`src/rtl/vlg_gray_pkg.sv`:
```
// Shared helpers for the Gray counter: binary<->Gray conversion and prescaler sizing.
package vlg_gray_pkg;
  localparam int MAX_W = 32;

  function automatic int presc_w(input int n);
    return (n > 1) ? $clog2(n) : 1;
  endfunction

  function automatic logic [MAX_W-1:0] bin2gray(input logic [MAX_W-1:0] b);
    return b ^ (b >> 1);
  endfunction

  // Prefix XOR from the MSB down; zero upper bits leave narrow values untouched.
  function automatic logic [MAX_W-1:0] gray2bin(input logic [MAX_W-1:0] g);
    logic [MAX_W-1:0] b;
    b[MAX_W-1] = g[MAX_W-1];
    for (int i = MAX_W-2; i >= 0; i--) b[i] = b[i+1] ^ g[i];
    return b;
  endfunction
endpackage

```
`src/rtl/vlg_gray_counter_if.sv`:
```
// Control/status bundle of the Gray counter; master drives controls, slave is the counter.
interface vlg_gray_counter_if #(parameter int WIDTH = 4);
  logic             i_en;
  logic             i_dir;
  logic             i_load;
  logic [WIDTH-1:0] i_load_gray;
  logic [WIDTH-1:0] o_gray;
  logic [WIDTH-1:0] o_bin;
  logic             o_tick;
  logic             o_wrap;
  logic             o_err;

  modport master (output i_en, i_dir, i_load, i_load_gray,
                  input  o_gray, o_bin, o_tick, o_wrap, o_err);
  modport slave  (input  i_en, i_dir, i_load, i_load_gray,
                  output o_gray, o_bin, o_tick, o_wrap, o_err);
endinterface

```
`src/rtl/vlg_tick_gen.sv`:
```
// Prescaler: counts 0..PRESCALE_CNT-1 while enabled and strobes o_tick on the last count.
module vlg_tick_gen import vlg_gray_pkg::*; #(
  parameter int PRESCALE_CNT = 200_000_000
) (
  input  logic i_clk,
  input  logic i_rst,
  input  logic i_en,
  input  logic i_clr,
  output logic o_tick
);
  localparam int            CW   = presc_w(PRESCALE_CNT);
  localparam logic [CW-1:0] LAST = CW'(PRESCALE_CNT - 1);

  logic [CW-1:0] cnt;
  logic          last;

  assign last = (cnt == LAST);

  always_ff @(posedge i_clk or posedge i_rst)
    if (i_rst)       cnt <= '0;
    else if (i_clr)  cnt <= '0;
    else if (i_en)   cnt <= last ? '0 : cnt + CW'(1);

  // A clear (load) swallows a step due in the same cycle.
  assign o_tick = i_en & last & ~i_clr;
endmodule

```
`src/rtl/vlg_gray_counter.sv`:
```
// Up/down Gray counter with prescaled stepping, synchronous load and wrap pulse.
// Define VLG_GRAY_CHECK_EN to build the sticky one-bit-change checker driving o_err.
module vlg_gray_counter import vlg_gray_pkg::*; #(
  parameter int WIDTH        = 4,
  parameter int PRESCALE_CNT = 200_000_000
) (
  input logic               i_clk,
  input logic               i_rst,
  vlg_gray_counter_if.slave bus
);
  logic             step;
  logic [WIDTH-1:0] bin_q, gray_q, next_bin;
  logic             tick_q, wrap_q, wrap_due;

  vlg_tick_gen #(.PRESCALE_CNT(PRESCALE_CNT)) u_tick (
    .i_clk  (i_clk),
    .i_rst  (i_rst),
    .i_en   (bus.i_en),
    .i_clr  (bus.i_load),
    .o_tick (step)
  );

  assign next_bin = bus.i_dir ? bin_q + WIDTH'(1) : bin_q - WIDTH'(1);
  assign wrap_due = bus.i_dir ? (&bin_q) : ~(|bin_q);

  // Binary and Gray update on the same edge so they never disagree.
  always_ff @(posedge i_clk or posedge i_rst)
    if (i_rst) begin
      bin_q  <= '0;
      gray_q <= '0;
      tick_q <= 1'b0;
      wrap_q <= 1'b0;
    end else begin
      tick_q <= 1'b0;
      wrap_q <= 1'b0;
      if (bus.i_load) begin
        gray_q <= bus.i_load_gray;
        bin_q  <= WIDTH'(gray2bin(MAX_W'(bus.i_load_gray)));
      end else if (step) begin
        bin_q  <= next_bin;
        gray_q <= WIDTH'(bin2gray(MAX_W'(next_bin)));
        tick_q <= 1'b1;
        wrap_q <= wrap_due;
      end
    end

  assign bus.o_gray = gray_q;
  assign bus.o_bin  = bin_q;
  assign bus.o_tick = tick_q;
  assign bus.o_wrap = wrap_q;

`ifdef VLG_GRAY_CHECK_EN
  logic [WIDTH-1:0] prev_gray;
  logic             load_q, err_q, bad_step;

  // Any change not caused by a load, and every step, must flip exactly one bit.
  assign bad_step = ~load_q & (tick_q | (gray_q != prev_gray)) &
                    ($countones(gray_q ^ prev_gray) != 1);

  always_ff @(posedge i_clk or posedge i_rst)
    if (i_rst) begin
      prev_gray <= '0;
      load_q    <= 1'b0;
      err_q     <= 1'b0;
    end else begin
      prev_gray <= gray_q;
      load_q    <= bus.i_load;
      if (bad_step) err_q <= 1'b1;
    end

  assign bus.o_err = err_q;
`else
  assign bus.o_err = 1'b0;
`endif
endmodule

```
`src/flat_wrapper.sv`:
```
// flat-port wrapper written by rule: the top's interface ports become plain ports
module vlg_gray_counter_flat import vlg_gray_pkg::*;
#(
  parameter int WIDTH        = 4,
  parameter int PRESCALE_CNT = 200_000_000
)
  (i_clk, i_rst, bus_i_en, bus_i_dir, bus_i_load, bus_i_load_gray, bus_o_gray, bus_o_bin, bus_o_tick, bus_o_wrap, bus_o_err);
  vlg_gray_counter_if #(.WIDTH(WIDTH)) bus_i ();
  input logic i_clk;
  input logic i_rst;
  input wire logic [$bits(bus_i.i_en)-1:0] bus_i_en;
  input wire logic [$bits(bus_i.i_dir)-1:0] bus_i_dir;
  input wire logic [$bits(bus_i.i_load)-1:0] bus_i_load;
  input wire logic [$bits(bus_i.i_load_gray)-1:0] bus_i_load_gray;
  output wire logic [$bits(bus_i.o_gray)-1:0] bus_o_gray;
  output wire logic [$bits(bus_i.o_bin)-1:0] bus_o_bin;
  output wire logic [$bits(bus_i.o_tick)-1:0] bus_o_tick;
  output wire logic [$bits(bus_i.o_wrap)-1:0] bus_o_wrap;
  output wire logic [$bits(bus_i.o_err)-1:0] bus_o_err;
  assign bus_i.i_en = bus_i_en;
  assign bus_i.i_dir = bus_i_dir;
  assign bus_i.i_load = bus_i_load;
  assign bus_i.i_load_gray = bus_i_load_gray;
  assign bus_o_gray = bus_i.o_gray;
  assign bus_o_bin = bus_i.o_bin;
  assign bus_o_tick = bus_i.o_tick;
  assign bus_o_wrap = bus_i.o_wrap;
  assign bus_o_err = bus_i.o_err;
  vlg_gray_counter #(.WIDTH(WIDTH), .PRESCALE_CNT(PRESCALE_CNT)) u_core (.i_clk(i_clk), .i_rst(i_rst), .bus(bus_i));
endmodule
```
`config.mk`:
```
export PLATFORM = sky130hd
export DESIGN_NAME = vlg_gray_counter_flat
export DESIGN_NICKNAME = d
export VERILOG_FILES = /design/src/rtl/vlg_gray_pkg.sv /design/src/rtl/vlg_gray_counter_if.sv /design/src/rtl/vlg_tick_gen.sv /design/src/rtl/vlg_gray_counter.sv /design/src/flat_wrapper.sv
export SDC_FILE = /design/constraint.sdc
export NUM_CORES = 1
export LEC_CHECK = 0
export CELL_PAD_IN_SITES_DETAIL_PLACEMENT = 1
export CELL_PAD_IN_SITES_GLOBAL_PLACEMENT = 2
export CORE_UTILIZATION = 36
export DETAILED_ROUTE_END_ITERATION = 10
export PLACE_DENSITY = 0.8
export SLEW_MARGIN = 15
export SYNTH_ARGS = -nofsm -noshare
export SYNTH_HDL_FRONTEND = slang
export SYNTH_HIERARCHICAL = 1
export SYNTH_SLANG_ARGS = --single-unit
export TNS_END_PERCENT = 50
```
`constraint.sdc`:
```
create_clock -name i_clk -period 3 [get_ports i_clk]
set_input_delay 0.45 -clock i_clk [delete_from_list [all_inputs] [get_ports i_clk]]
set_output_delay 0.45 -clock i_clk [all_outputs]
set_load 0.02 [all_outputs]
```
==> Word-level counts from Yosys, hierarchy flattened <==
Index checks and enable logic that the tools add are counted.
{ "word_totals": {"register_bits": 38, "input_bits": 9} }
{ "classes": {"add_sub_neg": 3, "reduce_logical": 4, "n_mux": 13, "eq_ne": 1, "bitwise": 8} }
{ "op_table": {"columns": ["op", "count"], "rows": [
  ["two-way mux 28 bit", 3],
  ["adder 28 x 1 -> 28 bit, second input constant", 1],
  ["== test 28 bit, second input constant", 1],
  ["two-way mux 4 bit", 5],
  ["two-way mux 1 bit", 5],
  ["adder 4 x 1 -> 4 bit, second input constant", 1],
  ["AND reduction 4 bit", 1],
  ["nonzero test 2 bit", 2],
  ["OR reduction 4 bit", 1],
  ["subtractor 4 x 1 -> 4 bit, second input constant", 1],
  ["bitwise XOR 4 x 3 -> 4 bit", 1],
  ["bitwise XOR 1 bit", 3],
  ["AND 1 bit", 2],
  ["inverter 1 bit", 2]
]} }

==> Logic depth before layout (Yosys ltp) <==
Gate-level depths: netlist (run 1).
{ "depth": {"ltp_word": 5, "depth_mapped": 9} }

==> By module <==
Netlist (run 1), hierarchy kept.
{ "by_module_without_submodules": {"columns": ["module", "area_per_inst_um2", "seq_area_each_um2", "cells_per_inst", "instances"], "rows": [
  ["vlg_tick_gen", 1524.0, 700.7, 160, 1],
  ["vlg_gray_counter", 614.3, 225.2, 65, 1]
]} }

==> Worst setup path after synthesis (run 1) <==
Ideal clock, no wire load.
{ "synth_timing": {"path_kind": "reg2reg", "start": "register u_core.u_tick.cnt[9]", "end": "register u_core.bin_q[3], in the netlist u_core/bus.o_bin[3]", "path_slack_ps": 768, "period_less_slack_ps": 2232, "path_buffers": 1, "arrival_ps": 2100, "setup_time_ps": 132, "stages_incl_launch_ff": 8, "cell_sequence": "dfrtp_1 -> or4b_4 -> nor4_4 -> nand3_1 -> nor2_1 -> buf_2 -> o21ai_0 -> or3b_1"} }
{ "synth_via": {"elab_chain_len": 4} }
{ "synth_lines": {"columns": ["element", "line", "source"], "rows": [
  ["start: declaration", "vlg_tick_gen.sv:14", "logic [CW-1:0] cnt;"],
  ["start signal: assignment", "vlg_tick_gen.sv:22", "else if (i_en) cnt <= last ? '0 : cnt + CW'(1);"],
  ["== test 28 bit", "vlg_tick_gen.sv:17", "assign last = (cnt == LAST);"],
  ["AND 1 bit (2 in series)", "vlg_tick_gen.sv:25", "assign o_tick = i_en & last & ~i_clr;"],
  ["named net u_core.step", "vlg_gray_counter.sv:11", "logic step;"],
  ["nonzero test 2 bit (no source line)", null, null],
  ["end signal: assignment", "vlg_gray_counter.sv:38", "bin_q <= WIDTH'(gray2bin(MAX_W'(bus.i_load_gray)));"],
  ["end signal: assignment", "vlg_gray_counter.sv:40", "bin_q <= next_bin;"],
  ["end: declaration", "vlg_gray_counter.sv:12", "logic [WIDTH-1:0] bin_q, gray_q, next_bin;"]
]} }
The timed path passes the listed nets, and every way through them passes these cells.
A chain may end at the register's enable or synchronous reset.

==> Final worst setup path (run 1) <==
Same ends and word-level chain as after synthesis.

==> impl_metrics.toml, run 1 <==
[timing]
hold_violations = 0
fin_tns_setup_ps = 0
hold_ws_ps = 470
clock.fmax_mhz = 425
slew_viol_final = 0
setup_violations = 0
min_period_ps = 2350
skew_ps = 9.99
timing.final.crit_share_pct = 78.4
rsz0062_at_grt = "false"

[synth]
synth-seq-area-share_pct = 43.3
synth_area_um2 = 2140
synth-async-reset-ratio_pct = 100
yosysWarnings = 6
synth_edf_count = 0
synth_flop_cell = "dfrtp_1"
yosysTopAreaCellShare_pct = 43.3
avgSynthCellArea_um2 = 9.50
yosys_register_bits = 37
synth_cell_types = 43
synth.net_count = 238
syn_inst = 225
synthTopCellsByArea = "dfrtp_1 (43%), xor2_1 (8.2%), nor2_1 (6.5%), xnor2_1 (4.5%), nand2_1 (4.2%)"
synth_area_leader_cell = "dfrtp_1"

[clock_network]
cts_resized = 0
numCtsBuffers = 5
htree_levels = 2
clockBufferDepth = 2
cts_hold_buf = 0
clock-sinks = 37
post_cts_buffers = 0
clk_latency_ps = 290
path_clk_slew_ps = 80
cts_tree = "built"
cts-root-buf = "clkbuf_8"

[floorplanning]
die_width_um = 79.1
core_um2 = 5610
die_h_um = 79.1
rows = 27
io_pins = 20
start_util_pct = 38.1
die_area_um2 = 6250

[setup_path]
cp-start-kind = "register"
rr_startpoint = "u_core/u_tick/cnt[9]"
critPathArrivalTime_ps = 2530
crit_path_max_fanout = 7
r2r_cells = 7
crit_required_ps = 3180
path_cells = "or4b_4 > nor4_4 > nand3_1 > nor2_1 > buf_4 > o21ai_0 > or3b_1"
r2r-end = "u_core/bus.o_bin[3]"
worst-path-buf-inv = 1
cpPeakStageDelay_ps = 560
regToRegSetupSlack_ps = 650
endpoint_kind = "register"
critPathKind = "reg2reg"
path_delay_family = "simple AND/OR/NAND/NOR gates"
cp_slowest_cell = "or4b_4"

[routing]
drt_iter0_markers = 78
wl_mm = 4.94
dr_total_vias = 1709
detail_route.wl_per_cell_um = 15.3
ant_nets = 0
drt_pass1_iterations = 4
drcViolationCount = 0
via_per_inst = 5.27

[cells_and_area]
drive_gt1_share_pct = 10.7
area_growth_pct = 19.5
final_nets = 264
fin_util_pct = 45.6
insertedDiodeCount = 0
layout_common_cells = "nor2_1 (37), dfrtp_1 (37), nand2_1 (24), xor2_1 (20), clkdlybuf4s50_1 (18)"
num-fill-cells = 667

[power]
p_sw_uw = 306
cellInternalPower_uw = 885
ir_drop_uv = 187
power_frac_comb_pct = 17.6
finalPower_uw = 1190
p_seq_share_pct = 44.9
switching_share_pct = 25.7
power_density_nw_per_um2 = 466
p_leak_uw = 0.00110
pwr-share-clk_pct = 37.5

[flow_run]
cap_violations = 0

[hold_path]
hp-class = "in2async"

[global_route]
antenna_found_initial = 0
grt_pass1_wl_mm = 8.62
globalRouteOverflowTotal = 0
grt_max_degree = 29
grt_pass1_vias = 1792
track_usage_pct = 17.9

[placement]
place_hpwl_mm = 3.57
portBuffers = 18
gp_congestion = 0.754

[run_status]
outcome = "complete, no violations"
## logic make-up (layout without fill, tap and decap cells)
family | count (synthesis) | after routing | share of synthesized area [%]
mux | 3 | 3 | 1.40
other cells | 1 | 1 | 0.175
compound gates | 27 | 27 | 8.48
xor+xnor | 32 | 32 | 13.8
simple gates | 108 | 108 | 27.4
buf+inv | 13 | 40 | 2.81
flops | 37 | 37 | 43.3
fa+ha+maj | 4 | 4 | 2.69
## routing by layer
metal  GRT usage, %  wire (um)
met5              0          0
met4           6.36         81
met3           3.79        108
met2           28.9       2310
met1           23.6       2440
## metrics by stage
step                      instances  setup WS, ps  cell area (um^2)
after global routing            324           426              2550
after detailed placement        316           478              2440
after CTS                       324           651              2550
after floorplan                 225           768              2140
after global placement          316           580              2440
final                           324           648              2550
## power groups by stage
stage | Sequential (uW) | Clock, uW | Combinational (uW)
2_1_floorplan | 554 | 0 | 129
3_3_place_gp | 545 | 0 | 208
3_5_place_dp | 545 | 0 | 210
4_1_cts | 536 | 460 | 212
5_1_grt | 539 | 476 | 231
6_report | 535 | 447 | 209
## Yosys cell counts (2+ instances only)
cell type   n
nand2_1    24
nand2b_1    4
xor2_1     20
nand3b_1    2
o211ai_1    3
buf_2       3
nor3_1      4
dfrtp_1    37
a22o_1      3
nand4_1     7
nor4_1      2
o21ai_0     7
clkbuf_1    4
nand3_1    11
nor4_4      2
a21oi_1     4
or4_1       2
xnor2_1    11
and3_1      4
ha_1        3
a31oi_1     3
inv_1       4
nor2_1     37
a21o_1      2
mux2i_1     3
buf_4       2
## area by class of cell
cell class                 instances  area [um^2]  share of cell area, %
clock buffer                       7         86.3                   3.38
clock inverter                     1         30.0                   1.18
inverter                           4         15.0                  0.588
multi-input combinational        175         1150                   45.1
sequential                        37          926                   36.2
tap                               72         90.1                   3.53
timing repair buffer              28          255                   9.99
## flip-flops by register name (all words and copies together) (netlist names)
register and count:
u_core/bus.o_bin 4, u_core/bus.o_gray 3, u_core/bus.o_tick 1, u_core/bus.o_wrap 1
u_core/u_tick/cnt 28
## how the worst max path moves through the flow
stage                               startpoint              endpoint  slack [ps]  cells after the start
after global placement               bus_i_dir  u_core/bus.o_gray[2]         580                      7
after global routing      u_core/u_tick/cnt[0]   u_core/bus.o_bin[3]         430                      8
after CTS                 u_core/u_tick/cnt[9]   u_core/bus.o_bin[3]         650                      7
after detailed placement             bus_i_dir  u_core/bus.o_gray[2]         480                      7
final                     u_core/u_tick/cnt[9]   u_core/bus.o_bin[3]         650                      7
after floorplan           u_core/u_tick/cnt[9]   u_core/bus.o_bin[3]         770                      7
No activity file was read; power rests on OpenSTA's default activity.
==> run 2, diff against run 1 <==
==> constraint.sdc (replaced) <==
create_clock -name i_clk -period 2.25 [get_ports i_clk]
set_input_delay 0.3375 -clock i_clk [delete_from_list [all_inputs] [get_ports i_clk]]
set_output_delay 0.3375 -clock i_clk [all_outputs]
set_load 0.02 [all_outputs]
==> run 2 against run 1 <==
Die area unchanged. Via count decreased by 1.5%. Clock power increased by 35%. Non-clock buffer count increased by 7. Critical path type unchanged. Critical endpoint is now u_core/bus.o_gray[2]. Largest power group unchanged. Highest routed layer unchanged.
==> impl_metrics.toml, run 2 (synthesized netlist as in run 1, its figures left out) <==
[global_route]
grt_pass1_wl_mm = 8.64
grt_max_degree = 29
globalRouteOverflowTotal = 0
track_usage_pct = 18.2
grt_pass1_vias = 1770
antenna_found_initial = 0

[setup_path]
critPathKind = "reg2reg"
crit_required_ps = 2420
crit_path_max_fanout = 9
critPathArrivalTime_ps = 2230
cp-start-kind = "register"
endpoint_kind = "register"

[clock_network]
cts-root-buf = "clkbuf_8"
cts_resized = 0
cts_hold_buf = 0
post_cts_buffers = 0
clk_latency_ps = 290
clock-sinks = 37
cts_tree = "built"
htree_levels = 2
numCtsBuffers = 5
path_clk_slew_ps = 70
clockBufferDepth = 2

[timing]
timing.final.crit_share_pct = 91.4
min_period_ps = 2060
slew_viol_final = 0
slew_headroom_pct = 65.5
fin_tns_setup_ps = 0
clock.fmax_mhz = 486
worstMarginPinSlew_ps = 517
hold_violations = 0
setup_violations = 0
worst_slack_ps = 194
skew_ps = 7.45
rsz0062_at_grt = "false"

[flow_run]
cap_violations = 0

[floorplanning]
die_width_um = 79.1
die_h_um = 79.1
core_um2 = 5610
start_util_pct = 38.1
rows = 27
io_pins = 20
die_area_um2 = 6250

[power]
power_density_nw_per_um2 = 615
p_leak_uw = 0.00113
ir_drop_uv = 313
finalPower_uw = 1610

[placement]
gp_congestion = 0.772
pre_cts_ws_ps = -97.9
portBuffers = 18
place_hpwl_mm = 3.67

[cells_and_area]
register_area_um2 = 926
num-fill-cells = 672
insertedDiodeCount = 0
layout_common_cells = "dfrtp_1 (37), nor2_1 (36), nand2_1 (24), xor2_1 (20), clkdlybuf4s50_1 (18)"
drive_gt1_share_pct = 13.9
multi_input_area_um2 = 1160
final_common_cell = "dfrtp_1"
largest-register = "u_core/u_tick/cnt"
area_growth_pct = 22.5
largest_reg_flops = 28
final_nets = 271

[routing]
via_per_inst = 5.09
drt_iter0_markers = 110
wl_mm = 5.02
drt_pass1_iterations = 4
drcViolationCount = 0
dr_total_vias = 1684
ant_nets = 0
detail_route.wl_per_cell_um = 15.2

[hold_path]
hp-class = "in2async"

[run_status]
outcome = "complete, no violations"
==> run 2: cell count changes in the layout (fill, tap and decap cells not counted), sizes merged <==
cell / change
buf: +7
==> run 2: stage by stage <==
step	instance area, um^2	cells	hold WS (ps)	utilization (%)
final	2620	331	355	46.7
after CTS	2610	331	356	46.5
after floorplan	2140	225	165	-
after global routing	2620	331	374	46.7
after detailed placement	2490	323	507	44.4
after global placement	2490	323	506	44.4
==> run 2: layout make-up <==
class,instances,area share (%)
tap,72,3.44
multi-input combinational,175,44.3
timing repair buffer,35,11.9
inverter,4,0.573
sequential,37,35.4
clock inverter,1,1.15
clock buffer,7,3.30
==> run 2: layer usage <==
metal  up-vias  global-route usage, %  wire, um
li1        842                      -         -
met5         -                      0         0
met2        13                   29.3      2320
met1       822                   24.2      2540
met3         7                   4.14       106
met4         0                   5.45        60
==> run 2: power breakdown <==
part / leakage (uW) / internal (uW) / total [uW] / switching (uW)
registers: 0.000502 / 683 / 714 / 30.4
logic: 0.000574 / 145 / 294 / 149
clock network: 0.0000585 / 361 / 602 / 241
==> run 2: critical path, stage by stage, from the launching register on <==
cell and delay, ps:
dfrtp_1 380, or4b_4 550, nor4_4 250, nand3_2 140
nor2_2 160, buf_6 160, nor2_1 50, a22oi_1 150
o21ai_1 90
==> run 2: worst paths after layout <==
kind,start,slack (ps),cells after the start,end
min in group i_clk,u_core/bus.o_gray[2],540,2,u_core/bus.o_gray[2]
max in group asynchronous,i_rst,1530,3,u_core/u_tick/cnt[14]
setup / recovery,u_core/u_tick/cnt[9],190,8,u_core/bus.o_gray[2]
hold / removal,i_rst,350,2,u_core/bus.o_gray[2]
setup reg to reg,u_core/u_tick/cnt[9],190,8,u_core/bus.o_gray[2]
hold reg to reg,u_core/bus.o_gray[2],540,2,u_core/bus.o_gray[2]
